`src/rtl/pipe_ctrl.sv`:
```
// Pipeline hazard controller: GPR/MDU/eret stall generation, exception flush,
// and the multiply/divide busy countdown FSM with a saturating stall counter.
module pipe_ctrl #(
    parameter int unsigned MULT_CYC = 5,
    parameter int unsigned DIV_CYC  = 10
) (
    input  logic        clk,
    input  logic        reset,
    input  logic        stall_data,
    input  logic        md_start,
    input  logic        md_is_div,
    input  logic        md_use_D,
    input  logic        eret_D,
    input  logic        epc_hazard,
    input  logic        Req,
    output logic        f_we,
    output logic        d_we,
    output logic        e_flush,
    output logic        d_flush,
    output logic        req_out,
    output logic        mdu_busy,
    output logic [3:0]  busy_cnt,
    output logic [15:0] stall_cycles
);

    typedef enum logic {
        IDLE = 1'b0,
        BUSY = 1'b1
    } state_t;

    localparam logic [3:0] MULT_LOAD = 4'(MULT_CYC);
    localparam logic [3:0] DIV_LOAD  = 4'(DIV_CYC);

    state_t      state;
    state_t      state_next;
    logic [3:0]  cnt_q;
    logic [3:0]  cnt_next;
    logic [3:0]  load_val;
    logic        md_stall;
    logic        eret_stall;
    logic        stall;
    logic [15:0] stall_cnt_q;

    // State register; mdu_busy is a direct decode of this register.
    always_ff @(posedge clk or negedge reset) begin
        if (!reset) begin
            state <= IDLE;
            cnt_q <= 4'd0;
        end else begin
            state <= state_next;
            cnt_q <= cnt_next;
        end
    end

    // Next-state logic. Req cancels a start in the same cycle, but an
    // operation already counting was issued by an older instruction and runs on.
    always_comb begin
        state_next = state;
        cnt_next   = cnt_q;
        load_val   = md_is_div ? DIV_LOAD : MULT_LOAD;
        unique case (state)
            IDLE: begin
                cnt_next = 4'd0;
                if (md_start && !Req && (load_val != 4'd0)) begin
                    state_next = BUSY;
                    cnt_next   = load_val;
                end
            end
            BUSY: begin
                if (cnt_q <= 4'd1) begin
                    state_next = IDLE;
                    cnt_next   = 4'd0;
                end else begin
                    cnt_next = cnt_q - 4'd1;
                end
            end
            default: begin
                state_next = IDLE;
                cnt_next   = 4'd0;
            end
        endcase
    end

    // Output logic: stall sources are masked by Req so the flush always wins.
    always_comb begin
        mdu_busy   = (state == BUSY);
        busy_cnt   = cnt_q;
        md_stall   = md_use_D & (mdu_busy | md_start);
        eret_stall = eret_D & epc_hazard;
        stall      = (stall_data | md_stall | eret_stall) & ~Req;
        f_we       = ~stall;
        d_we       = ~stall;
        e_flush    = stall;
        d_flush    = eret_D & ~stall & ~Req;
        req_out    = Req;
    end

    always_ff @(posedge clk or negedge reset) begin
        if (!reset) begin
            stall_cnt_q <= 16'd0;
        end else if (stall && (stall_cnt_q != 16'hFFFF)) begin
            stall_cnt_q <= stall_cnt_q + 16'd1;
        end
    end

    assign stall_cycles = stall_cnt_q;

endmodule

```
`config.mk`:
```
export PLATFORM = sky130hd
export DESIGN_NAME = pipe_ctrl
export DESIGN_NICKNAME = d
export VERILOG_FILES = /design/src/rtl/pipe_ctrl.sv
export SDC_FILE = /design/constraint.sdc
export NUM_CORES = 1
export LEC_CHECK = 0
export CORE_MARGIN = 2
export CORE_UTILIZATION = 52
export DETAILED_ROUTE_END_ITERATION = 7
export DONT_BUFFER_PORTS = 1
export GPL_ROUTABILITY_DRIVEN = 0
export GPL_TIMING_DRIVEN = 0
export PLACE_DENSITY = 0.73
export REMOVE_ABC_BUFFERS = 1
export SLEW_MARGIN = 20
export SYNTH_ARGS = -nofsm -noshare
export SYNTH_HDL_FRONTEND = slang
export SYNTH_SLANG_ARGS = --single-unit
```
`constraint.sdc`:
```
create_clock -name clk -period 2.2 [get_ports clk]
set_clock_uncertainty 0.15 [all_clocks]
set_input_delay 0.44 -clock clk [delete_from_list [all_inputs] [get_ports clk]]
set_output_delay 0.44 -clock clk [all_outputs]
set_load 0.03 [all_outputs]
```
==> impl_summary.txt, run 1 <==
----------------------------------------------------
[Cells and area]
  Utilization of the core after routing ... 61.0%
  Summed area of non-filler cells in the final layout ... approximately 0.0012 mm2
  Final standard cell count with taps included and fillers excluded ... about 140
  Count of antenna diodes in the layout ... 0
  Ratio of cells with drive above 1 in the final layout ... about 23%
  Final net count ... 122
  Area Growth Syn to Fin ... 9.29%
  Layout filler cell count ... 176

[Floorplan]
  Number of placed I/O pins ... 35
  Starting density of the core ... approximately 56%
  Core box area ... approximately 0.002 mm2
  Die Ht ... about 50 um
  Number of placement rows ... 16
  Chip Width ... around 50 um
  Die area ... roughly 0.0025 mm2

[Place]
  Placed Cells incl. Taps ... approximately 130
  HPWL after detailed placement ... ~1.6 mm
  Post-detailed-placement cell area ... approximately 0.0011 mm2
  # port buffers ... 0
  Worst slack at placement ... -342 ps

[Pwr]
  Portion of total power attributed to combinational logic ... 25.2%
  Portion of total power attributed to the clock network ... 11.8%
  Sum of internal, switching and leakage power ... about 0.0015 W
  Switch share ... between 40% and 50%
  Sequential share of power ... between 60 and 70%
  Power dissipated by switching net loads ... 0.000748 W
  Internal power ... about 0.00076 W
  Power per unit of standard cell area ... 1240 mW/mm2
  Static Leak ... roughly 0.53 nW
  Worst vdd ir ... ~0.74 mV

[CTS]
  Clock buffer depth ... 2
  Total number of clock tree sinks ... 21
  CTS root buf ... sky130_fd_sc_hd__clkbuf_4
  Clock Latency Late Sink ... about 290 ps
  Number of levels in the clock H-tree ... 1
  Number of buffers created by CTS ... 3
  Clk pin slew, worst setup/hold paths ... approximately 100 ps
  Clock tree from TritonCTS ... built

[Yosys]
  Gate Count Post-Synth ... about 100
  Biggest area consumer among synthesized cells ... sky130_fd_sc_hd__dfrtp_1
  Number of library cell types mapped by synthesis ... 34
  Most instantiated cells after synthesis ... sky130_fd_sc_hd__dfrtp_1 (21), sky130_fd_sc_hd__xor2_1 (10), sky130_fd_sc_hd__nand2_1 (9)
  Cell Area, Synth ... 0.00112 mm2
  Share of synthesized area occupied by flip-flops and latches ... ~47%
  Syn_area_per_cell ... 10.7 um2
  Fraction of registers with async set/reset ... 100%
  Biggest area contributors in the synthesized netlist ... sky130_fd_sc_hd__dfrtp_1 (47%), sky130_fd_sc_hd__xor2_1 (7.8%), sky130_fd_sc_hd__xnor2_1 (4.7%), sky130_fd_sc_hd__ha_1 (3.4%), sky130_fd_sc_hd__nor4_1 (3.4%)
  Synth Warn # ... 0
  Count of flip-flops with a built-in enable after synthesis ... 0
  Library cell with the highest instance count after synthesis ... sky130_fd_sc_hd__dfrtp_1
  Top cell type's share of synthesized area ... 47.0%
  Leading register cell type out of synthesis ... sky130_fd_sc_hd__dfrtp_1
  Synthesized flop and latch total ... 21

[STA]
  Count of final hold-check violations ... 0
  Final Critical Period ... roughly 2200 ps
  Rel. slew slack ... between 30% and 40%
  Total count of max-transition violations in the final report ... 0
  Final Setup Violations ... 0
  Max frequency ... between 400 and 500 MHz
  Slew at the pin with the worst max-slew slack ... 927 ps
  Final Cycle Share ... a little over nine tenths
  Final worst setup slack ... 26.0 ps
  Unrepaired setup endpoints after global routing ... yes

[Setup path]
  Length in cells of the worst reg-to-reg path ... 6
  Worst setup path category ... flop to output pin
  Critical-path top delay cell ... sky130_fd_sc_hd__dfrtp_2
  Highest cell delay on the worst timing path ... approximately 520 ps
  Critical path capture point type ... output pin
  Data arrival time of the critical path ... between 1500 and 2000 ps
  Required time at the worst-slack endpoint ... 1610 ps
  CP max FO ... 5
  Startpoint type of the worst setup path ... flop
  Worst R2R Setup Slack ... 100 ps
  Cell chain of the critical path ... o21ai_4 -> a21o_4 -> clkinvlp_4

[Outcome]
  Status ... completed

[Routing]
  Length of the first detailed-routing pass in iterations ... 4
  Antenna viol nets, final ... 0
  Avg WL per Cell ... ~17 um
  Final wirelength ... ~2.3 mm
  Routed vias ... 840
  Routed via count divided by cell count ... slightly above 6
  First DRT Iteration DRCs ... 8
  Remaining routing DRC violations ... 0

[Global route]
  Pin count of the biggest net entering global routing ... 22
  Number of global-route vias before repair ... between 800 and 900
  Total global-route track usage ... 20.8%
  Antenna violations before repair ... 0
  Leftover overflow at the end of global routing ... 0
  First-pass GRT wire length ... 3.93 mm

[Hold path]
  Type of the worst min-delay path ... input pin to flop
  Number of cells on the worst hold path ... 1

[Job]
  Max cap viols ... 0

----------------------------------------------------
[per-stage QoR]
step / hold WS, ps / setup TNS (ps)
6_report: 96.0 / 0
5_1_grt: 71.0 / -77.9
4_1_cts: 78.5 / 0
3_5_place_dp: -5.01 / -4150
3_3_place_gp: -5.07 / -3880
2_1_floorplan: -5.59 / -303
[routing by layer]
metal,global-route usage [%],vias up,part of all wire (%)
met5,0,-,0
met4,8.56,0,2.1
met3,7.74,8,8.5
met2,31.1,45,47
met1,27.0,404,42
li1,-,383,-
[power groups by stage]
stage,Clock [W],Combinational [W],Sequential [W]
detailed placement,0,0.000343,0.000947
CTS,0.000187,0.000366,0.000946
finish,0.000178,0.000380,0.000952
global route,0.000208,0.000438,0.000983
global placement,0,0.000326,0.000938
floorplan,0,0.000292,0.000898
[logic make-up (layout without fill, tap and decap cells)]
family / count (synthesis) / after routing / synth area share [%]
AO/OA/AOI/OAI: 10 / 11 / 5.82
flip-flops: 21 / 21 / 47.0
XOR/XNOR: 16 / 16 / 12.5
adder cells (fa/ha/maj): 3 / 3 / 3.36
multiplexers: 2 / 2 / 2.35
buffers and inverters: 10 / 14 / 5.37
AND/OR/NAND/NOR: 42 / 42 / 23.5
[cells in the final DEF (no fill, tap or decap), types with 2 or more instances in the layout]
master	n
sky130_fd_sc_hd__nor4_1	6
sky130_fd_sc_hd__dfrtp_2	3
sky130_fd_sc_hd__buf_4	3
sky130_fd_sc_hd__o21ai_0	2
sky130_fd_sc_hd__nor3_1	3
sky130_fd_sc_hd__clkbuf_4	3
sky130_fd_sc_hd__ha_1	3
sky130_fd_sc_hd__xor2_1	10
sky130_fd_sc_hd__nand3_1	5
sky130_fd_sc_hd__xnor2_1	6
sky130_fd_sc_hd__inv_1	5
sky130_fd_sc_hd__nand2_1	9
sky130_fd_sc_hd__nor2_1	2
sky130_fd_sc_hd__dfrtp_1	18
sky130_fd_sc_hd__nand4_1	3
sky130_fd_sc_hd__o22ai_1	2
[timing repair]
item                                    in CTS  in global routing
hold buffers                                 1                  0
cloned                                       1                  0
endpoints found under the setup margin      18                  2
pin swaps                                    1                  1
setup buffers                                2                  1
endpoints found under the hold margin       21                  0
resized for setup                            8                  3
[worst max-delay path: cells and delay by family, from the launching register on]
family	cells	cell delay [ps]
buffers and inverters	1	280
AO/OA/AOI/OAI	2	490
flip-flops	1	520
[state kept, by name, summed over array words and instances (netlist names)]
name	count
stall_cycles	16
busy_cnt	4
mdu_busy	1
[final timing paths]
kind / end / startpoint
max in group asynchronous: stall_cycles[1]$_DFFE_PN0P_ / reset
min: busy_cnt[2]$_DFF_PN0_ / md_is_div
min reg2reg: stall_cycles[0]$_DFFE_PN0P_ / stall_cycles[0]$_DFFE_PN0P_
max: e_flush / mdu_busy$_DFF_PN0_
min in group asynchronous: stall_cycles[8]$_DFFE_PN0P_ / reset
max reg2reg: stall_cycles[1]$_DFFE_PN0P_ / stall_cycles[0]$_DFFE_PN0P_
[layout make-up]
class                           count  area, um2  share of cell area, %
Clock buffer                        4       26.3                   2.15
Inverter                            6       26.3                   2.15
Multi-Input combinational cell     74        573                   46.9
Sequential cell                    21        529                   43.3
Tap cell                           27       33.8                   2.77
Timing Repair Buffer                4       32.5                   2.66
Note: power is estimated with default switching activity, not from simulation.
==> run 2, diff against run 1 <==
- CORE_MARGIN: 2 -> 10
- RECOVER_POWER: unset -> 100
==> run 2 against run 1 <==
Effect of this change: worst hold slack got worse by 17 ps; clock-buffer cell count stayed put; critical path depth did not move; via count down 1.3%; non-clock buffer count decreased by 1; worst setup slack better by 7.9 ps; die area rose by 74%; sequential share of layout area up 0.27 points; combinational power hardly changed; final area decreased by 0.61%; wire length up 6.9%; largest cell class unchanged; largest power group unchanged.
==> impl_summary.txt, run 2 (synthesized netlist as in run 1, its figures left out) <==
----------------------------------------------------
[STA]
  Final worst setup slack ... 33.9 ps (+7.87 ps)
  Slew at the pin with the worst max-slew slack ... 929 ps (+2.15 ps)
  Total count of max-transition violations in the final report ... 0 (unchanged)
  Final Cycle Share ... 98.5% (-0.36 points)
  Count of final hold-check violations ... 0 (unchanged)
  Rel. slew slack ... 37.9% (-0.14 points)
  Final Setup Violations ... 0 (unchanged)
  Unrepaired setup endpoints after global routing ... yes
  Final Critical Period ... 2170 ps (-7.87 ps)
  Worst hold margin ... 79.1 ps (-16.9 ps)
  Max frequency ... 462 MHz (+0.36%)
  Setup TNS ... 0 ps (unchanged)

[CTS]
  Clock buffer depth ... 2 (unchanged)
  Number of buffers created by CTS ... 3 (unchanged)
  Clock Latency Late Sink ... 300 ps (about the same)
  Number of levels in the clock H-tree ... 1 (unchanged)
  Clk pin slew, worst setup/hold paths ... 110 ps (about the same)
  Total number of clock tree sinks ... 21 (unchanged)
  CTS root buf ... sky130_fd_sc_hd__clkbuf_4
  Clock tree from TritonCTS ... built

[Outcome]
  Status ... completed

[Setup path]
  Cell chain of the critical path ... o21ai_4 -> a21o_4 -> clkinvlp_4
  Length in cells of the worst reg-to-reg path ... 6 (unchanged)
  CP max FO ... 5 (unchanged)
  Highest cell delay on the worst timing path ... 520 ps (about the same)
  Worst setup path category ... flop to output pin
  Data arrival time of the critical path ... 1580 ps (about the same)
  Critical-path top delay cell ... sky130_fd_sc_hd__dfrtp_2
  Worst R2R Setup Slack ... 130 ps (+30 ps)
  Required time at the worst-slack endpoint ... 1610 ps (about the same)
  Startpoint type of the worst setup path ... flop
  Critical path capture point type ... output pin

[Cells and area]
  Utilization of the core after routing ... 60.6% (-0.38 points)
  Final net count ... 121 (-0.82%)
  Summed area of non-filler cells in the final layout ... 0.00121 mm2 (-0.61%)
  Most common library cell in the layout ignoring fill and taps ... sky130_fd_sc_hd__dfrtp_1
  Area Growth Syn to Fin ... 8.62%
  Flip-flop count of the largest register, all copies and words added ... 16 (unchanged)
  Most frequent cells in the layout ... sky130_fd_sc_hd__dfrtp_1 (18), sky130_fd_sc_hd__xor2_1 (10), sky130_fd_sc_hd__nand2_1 (9)
  Count of antenna diodes in the layout ... 0 (unchanged)
  Layout filler cell count ... 187 (+6.3%)
  Ratio of cells with drive above 1 in the final layout ... 22.2% (-0.71 points)

[Floorplan]
  Chip Width ... 66.4 um (+32%)
  Die area ... 0.00440 mm2 (+74%)
  Die Ht ... 66.4 um (+32%)
  Number of placement rows ... 16 (unchanged)
  Starting density of the core ... 55.8% (unchanged)
  Number of placed I/O pins ... 35 (unchanged)
  Core box area ... 0.00200 mm2 (unchanged)

[Pwr]
  Worst vdd ir ... 0.890 mV (+20%)
  Sequential share of power ... 63.1% (about the same)
  Portion of total power attributed to combinational logic ... 24.8% (-0.4 points)
  Power dissipated by switching net loads ... 0.000755 W (+0.92%)
  Portion of total power attributed to the clock network ... 12.1% (+0.3 points)
  Switch share ... 49.8% (+0.19 points)
  Internal power ... 0.000763 W (+0.14%)
  Static Leak ... 0.523 nW (-1.0%)
  Power per unit of standard cell area ... 1250 mW/mm2 (+1.1%)

[Routing]
  Length of the first detailed-routing pass in iterations ... 4 (unchanged)
  Final wirelength ... 2.48 mm (+6.9%)
  Routed vias ... 829 (-1.3%)
  Routed via count divided by cell count ... 6.14 (-0.58%)
  Avg WL per Cell ... 18.4 um (+7.7%)
  Antenna viol nets, final ... 0 (unchanged)
  Remaining routing DRC violations ... 0 (unchanged)
  First DRT Iteration DRCs ... 29 (+21)

[Global route]
  Antenna violations before repair ... 0 (unchanged)
  Total global-route track usage ... 11.7% (-9.1 points)
  Pin count of the biggest net entering global routing ... 22 (unchanged)
  Number of global-route vias before repair ... 853 (+3.3%)
  Leftover overflow at the end of global routing ... 0 (unchanged)
  First-pass GRT wire length ... 4.10 mm (+4.4%)

[Hold path]
  Number of cells on the worst hold path ... 1 (unchanged)
  Type of the worst min-delay path ... input pin to flop

[Job]
  Max cap viols ... 0 (unchanged)

[Place]
  Post-detailed-placement cell area ... 0.00111 mm2 (unchanged)
  Worst slack at placement ... -370 ps (-28.8 ps)
  HPWL after detailed placement ... 1.82 mm (+16%)
  # port buffers ... 0 (unchanged)

----------------------------------------------------
==> run 2: layout make-up <==
type                            count  area (um2)  area share [%]
Sequential cell                    21         529            43.6
Clock buffer                        4        26.3            2.16
Multi-Input combinational cell     74         573            47.2
Tap cell                           27        33.8            2.78
Timing Repair Buffer                3        25.0            2.06
Inverter                            6        26.3            2.16
==> run 2: timing repair <==
item / CTS / global route
buffers inserted: 1 / 1
pin swaps: 1 / 1
hold endpoints to repair: 21 / 0
endpoints found under the setup margin: 18 / 2
gates cloned: 1 / 0
hold buffers: 1 / 0
resized for setup: 8 / 3
==> run 2: worst max-delay path: cells and delay by family, from the launching register on <==
| family | cells | cell delay (ps) |
|---|---|---|
| buffers and inverters | 1 | 280 |
| AO/OA/AOI/OAI | 2 | 470 |
| flip-flops | 1 | 520 |
==> run 2: path summary, 6_finish.rpt <==
kind,startpoint,endpoint
setup reg to reg,stall_cycles[1]$_DFFE_PN0P_,stall_cycles[1]$_DFFE_PN0P_
setup / recovery,mdu_busy$_DFF_PN0_,e_flush
max in group asynchronous,reset,stall_cycles[1]$_DFFE_PN0P_
hold reg to reg,stall_cycles[0]$_DFFE_PN0P_,stall_cycles[0]$_DFFE_PN0P_
hold / removal,md_is_div,busy_cnt[2]$_DFF_PN0_
min in group asynchronous,reset,busy_cnt[3]$_DFF_PN0_
==> run 2: power groups by stage <==
stage | registers (W) | clock network, W | logic, W
2_1_floorplan | 0.000898 | 0 | 0.000292
3_3_place_gp | 0.000951 | 0 | 0.000327
3_5_place_dp | 0.000957 | 0 | 0.000344
4_1_cts | 0.000956 | 0.000192 | 0.000367
5_1_grt | 0.000991 | 0.000205 | 0.000435
6_report | 0.000958 | 0.000184 | 0.000377
==> run 2: through the flow <==
step | cells | total power [W]
floorplan | 100 | 0.00119
global placement | 127 | 0.00128
detailed placement | 127 | 0.00130
CTS | 134 | 0.00151
global route | 135 | 0.00163
finish | 135 | 0.00152
==> run 2: layer usage <==
layer | up-vias | part of all wire [%] | GRT usage [%]
met4 | 0 | 1.7 | 5.76
met5 | - | 0 | 0
met2 | 34 | 44 | 17.2
met3 | 7 | 13 | 5.42
li1 | 384 | - | -
met1 | 404 | 41 | 13.9
==> run 3, diff against run 2 <==
- SKIP_CTS_REPAIR_TIMING: unset -> 1
==> run 3 against run 2 <==
Effect of this change: wire length grew 0.36%; total power is essentially flat; final area grew 0.62%; sequential power is essentially flat; highest routed layer unchanged; critical path type unchanged; critical path depth is the same; final cell count grew 0.74%; clock-buffer cell count is the same.
==> impl_summary.txt, run 3 (synthesized netlist as in run 1, its figures left out) <==
----------------------------------------------------
[Outcome]
  Status ... completed

[Cells and area]
  Most frequent cells in the layout ... sky130_fd_sc_hd__dfrtp_1 (18), sky130_fd_sc_hd__xor2_1 (10), sky130_fd_sc_hd__nand2_1 (9)
  Final net count ... 122 (+0.83%)
  Count of antenna diodes in the layout ... 0 (unchanged)
  Ratio of cells with drive above 1 in the final layout ... 22.9% (+0.71 points)
  Utilization of the core after routing ... 61.0% (+0.38 points)
  Layout filler cell count ... 185 (-1.1%)
  Flip-flop count of the largest register, all copies and words added ... 16 (unchanged)
  Most common library cell in the layout ignoring fill and taps ... sky130_fd_sc_hd__dfrtp_1
  Area Growth Syn to Fin ... 9.29%

[Setup path]
  CP max FO ... 5 (unchanged)
  Length in cells of the worst reg-to-reg path ... 6 (unchanged)
  Worst r2r src ... stall_cycles[0]$_DFFE_PN0P_
  Required time at the worst-slack endpoint ... 1610 ps (about the same)
  Data arrival time of the critical path ... 1590 ps (about the same)
  Startpoint type of the worst setup path ... flop
  End of the worst register-to-register path ... stall_cycles[1]$_DFFE_PN0P_
  Worst R2R Setup Slack ... 120 ps (about the same)
  Worst setup path category ... flop to output pin
  Critical path capture point type ... output pin

[Floorplan]
  Chip Width ... 66.4 um (unchanged)
  Core box area ... 0.00200 mm2 (unchanged)
  Number of placement rows ... 16 (unchanged)
  Die Ht ... 66.4 um (unchanged)
  Starting density of the core ... 55.8% (unchanged)
  Die area ... 0.00440 mm2 (unchanged)
  Number of placed I/O pins ... 35 (unchanged)

[Pwr]
  Static Leak ... 0.529 nW (+1.0%)
  Internal power ... 0.000763 W (about the same)
  Portion of total power attributed to combinational logic ... 24.9% (about the same)
  Portion of total power attributed to the clock network ... 12.1% (about the same)
  Worst vdd ir ... 0.898 mV (+0.91%)
  Power dissipated by switching net loads ... 0.000756 W (+0.10%)
  Power per unit of standard cell area ... 1240 mW/mm2 (-0.54%)
  Switch share ... 49.8% (about the same)
  Sequential share of power ... 63.0% (about the same)

[Place]
  # port buffers ... 0 (unchanged)
  HPWL after detailed placement ... 1.82 mm (unchanged)
  Worst slack at placement ... -370 ps (unchanged)

[STA]
  Final Cycle Share ... 98.9% (+0.42 points)
  Total count of max-transition violations in the final report ... 0 (unchanged)
  Max frequency ... 460 MHz (-0.43%)
  Final Setup Violations ... 0 (unchanged)
  Final Critical Period ... 2180 ps (+9.34 ps)
  Count of final hold-check violations ... 0 (unchanged)
  Slew at the pin with the worst max-slew slack ... 927 ps (-1.51 ps)
  Unrepaired setup endpoints after global routing ... yes
  Final worst setup slack ... 24.6 ps (-9.34 ps)
  Rel. slew slack ... 38.0% (+0.10 points)

[Routing]
  Length of the first detailed-routing pass in iterations ... 4 (unchanged)
  Routed via count divided by cell count ... 6.01 (-2.1%)
  Antenna viol nets, final ... 0 (unchanged)
  First DRT Iteration DRCs ... 24 (-17%)
  Avg WL per Cell ... 18.3 um (-0.38%)
  Remaining routing DRC violations ... 0 (unchanged)
  Routed vias ... 818 (-1.3%)
  Final wirelength ... 2.49 mm (+0.36%)

[Job]
  Max cap viols ... 0 (unchanged)

[Global route]
  Pin count of the biggest net entering global routing ... 22 (unchanged)
  First-pass GRT wire length ... 3.93 mm (-4.2%)
  Leftover overflow at the end of global routing ... 0 (unchanged)
  Antenna violations before repair ... 0 (unchanged)
  Number of global-route vias before repair ... 806 (-5.5%)
  Total global-route track usage ... 11.1% (-0.55 points)

[Hold path]
  Number of cells on the worst hold path ... 1 (unchanged)
  Type of the worst min-delay path ... input pin to flop
  Worst hold path startpoint ... md_is_div
  Hold endpoint ... busy_cnt[2]$_DFF_PN0_

[CTS]
  Total number of clock tree sinks ... 21 (unchanged)
  Number of buffers created by CTS ... 3 (unchanged)
  Number of levels in the clock H-tree ... 1 (unchanged)
  Clk pin slew, worst setup/hold paths ... 110 ps (about the same)
  Clock Latency Late Sink ... 300 ps (about the same)
  CTS root buf ... sky130_fd_sc_hd__clkbuf_4
  Clock buffer depth ... 2 (unchanged)
  Clock tree from TritonCTS ... built

----------------------------------------------------
-- run 3: cell types whose count changed in the layout (fill, tap and decap cells not counted), sizes merged --
cell  change
buf       +1
-- run 3: worst max path at each step --
stage,from,end,slack [ps],depth (start not counted)
floorplan,mdu_busy$_DFF_PN0_,e_flush,-110,3
global placement,stall_cycles[0]$_DFFE_PN0P_,stall_cycles[1]$_DFFE_PN0P_,-340,5
detailed placement,stall_cycles[0]$_DFFE_PN0P_,stall_cycles[1]$_DFFE_PN0P_,-370,5
CTS,mdu_busy$_DFF_PN0_,e_flush,-680,3
global route,mdu_busy$_DFF_PN0_,e_flush,-30,3
finish,mdu_busy$_DFF_PN0_,e_flush,20,3
-- run 3: stage by stage --
step	total power [W]	area, um2	hold slack, ps	setup TNS, ps	std cells
5_1_grt	0.00163	1220	71.5	-34.2	136
3_5_place_dp	0.00130	1110	-4.79	-4520	127
3_3_place_gp	0.00128	1110	-4.85	-4100	127
4_1_cts	0.00149	1140	-347	-5840	131
2_1_floorplan	0.00119	1080	-5.59	-303	100
6_report	0.00152	1220	78.2	0	136
-- run 3: power by group through the flow --
stage	logic, W	clock network (W)	registers, W
after floorplan	0.000292	0	0.000898
after global placement	0.000327	0	0.000951
after detailed placement	0.000344	0	0.000957
after CTS	0.000348	0.000192	0.000947
after global routing	0.000437	0.000205	0.000990
final	0.000378	0.000184	0.000956
-- run 3: layer usage --
layer / part of all wire (%) / wire length (um) / up-vias / GRT usage (%)
li1: - / - / 383 / -
met1: 41 / 1020 / 401 / 13.0
met2: 46 / 1140 / 30 / 16.9
met3: 13 / 323 / 4 / 5.59
met4: 0.48 / 12 / 0 / 4.71
met5: 0 / 0 / - / 0
-- run 3: critical path, stage by stage (launching register included) --
cell and delay, ps:
sky130_fd_sc_hd__dfrtp_2 520, sky130_fd_sc_hd__o21ai_4 190, sky130_fd_sc_hd__a21o_4 290, sky130_fd_sc_hd__clkinvlp_4 280
-- run 3: layout make-up --
| type | instances | area, um2 | area share [%] |
|---|---|---|---|
| inverter | 6 | 26.3 | 2.15 |
| timing repair buffer | 4 | 32.5 | 2.66 |
| sequential | 21 | 529 | 43.3 |
| clock buffer | 4 | 26.3 | 2.15 |
| multi-input combinational | 74 | 573 | 46.9 |
| tap | 27 | 33.8 | 2.77 |
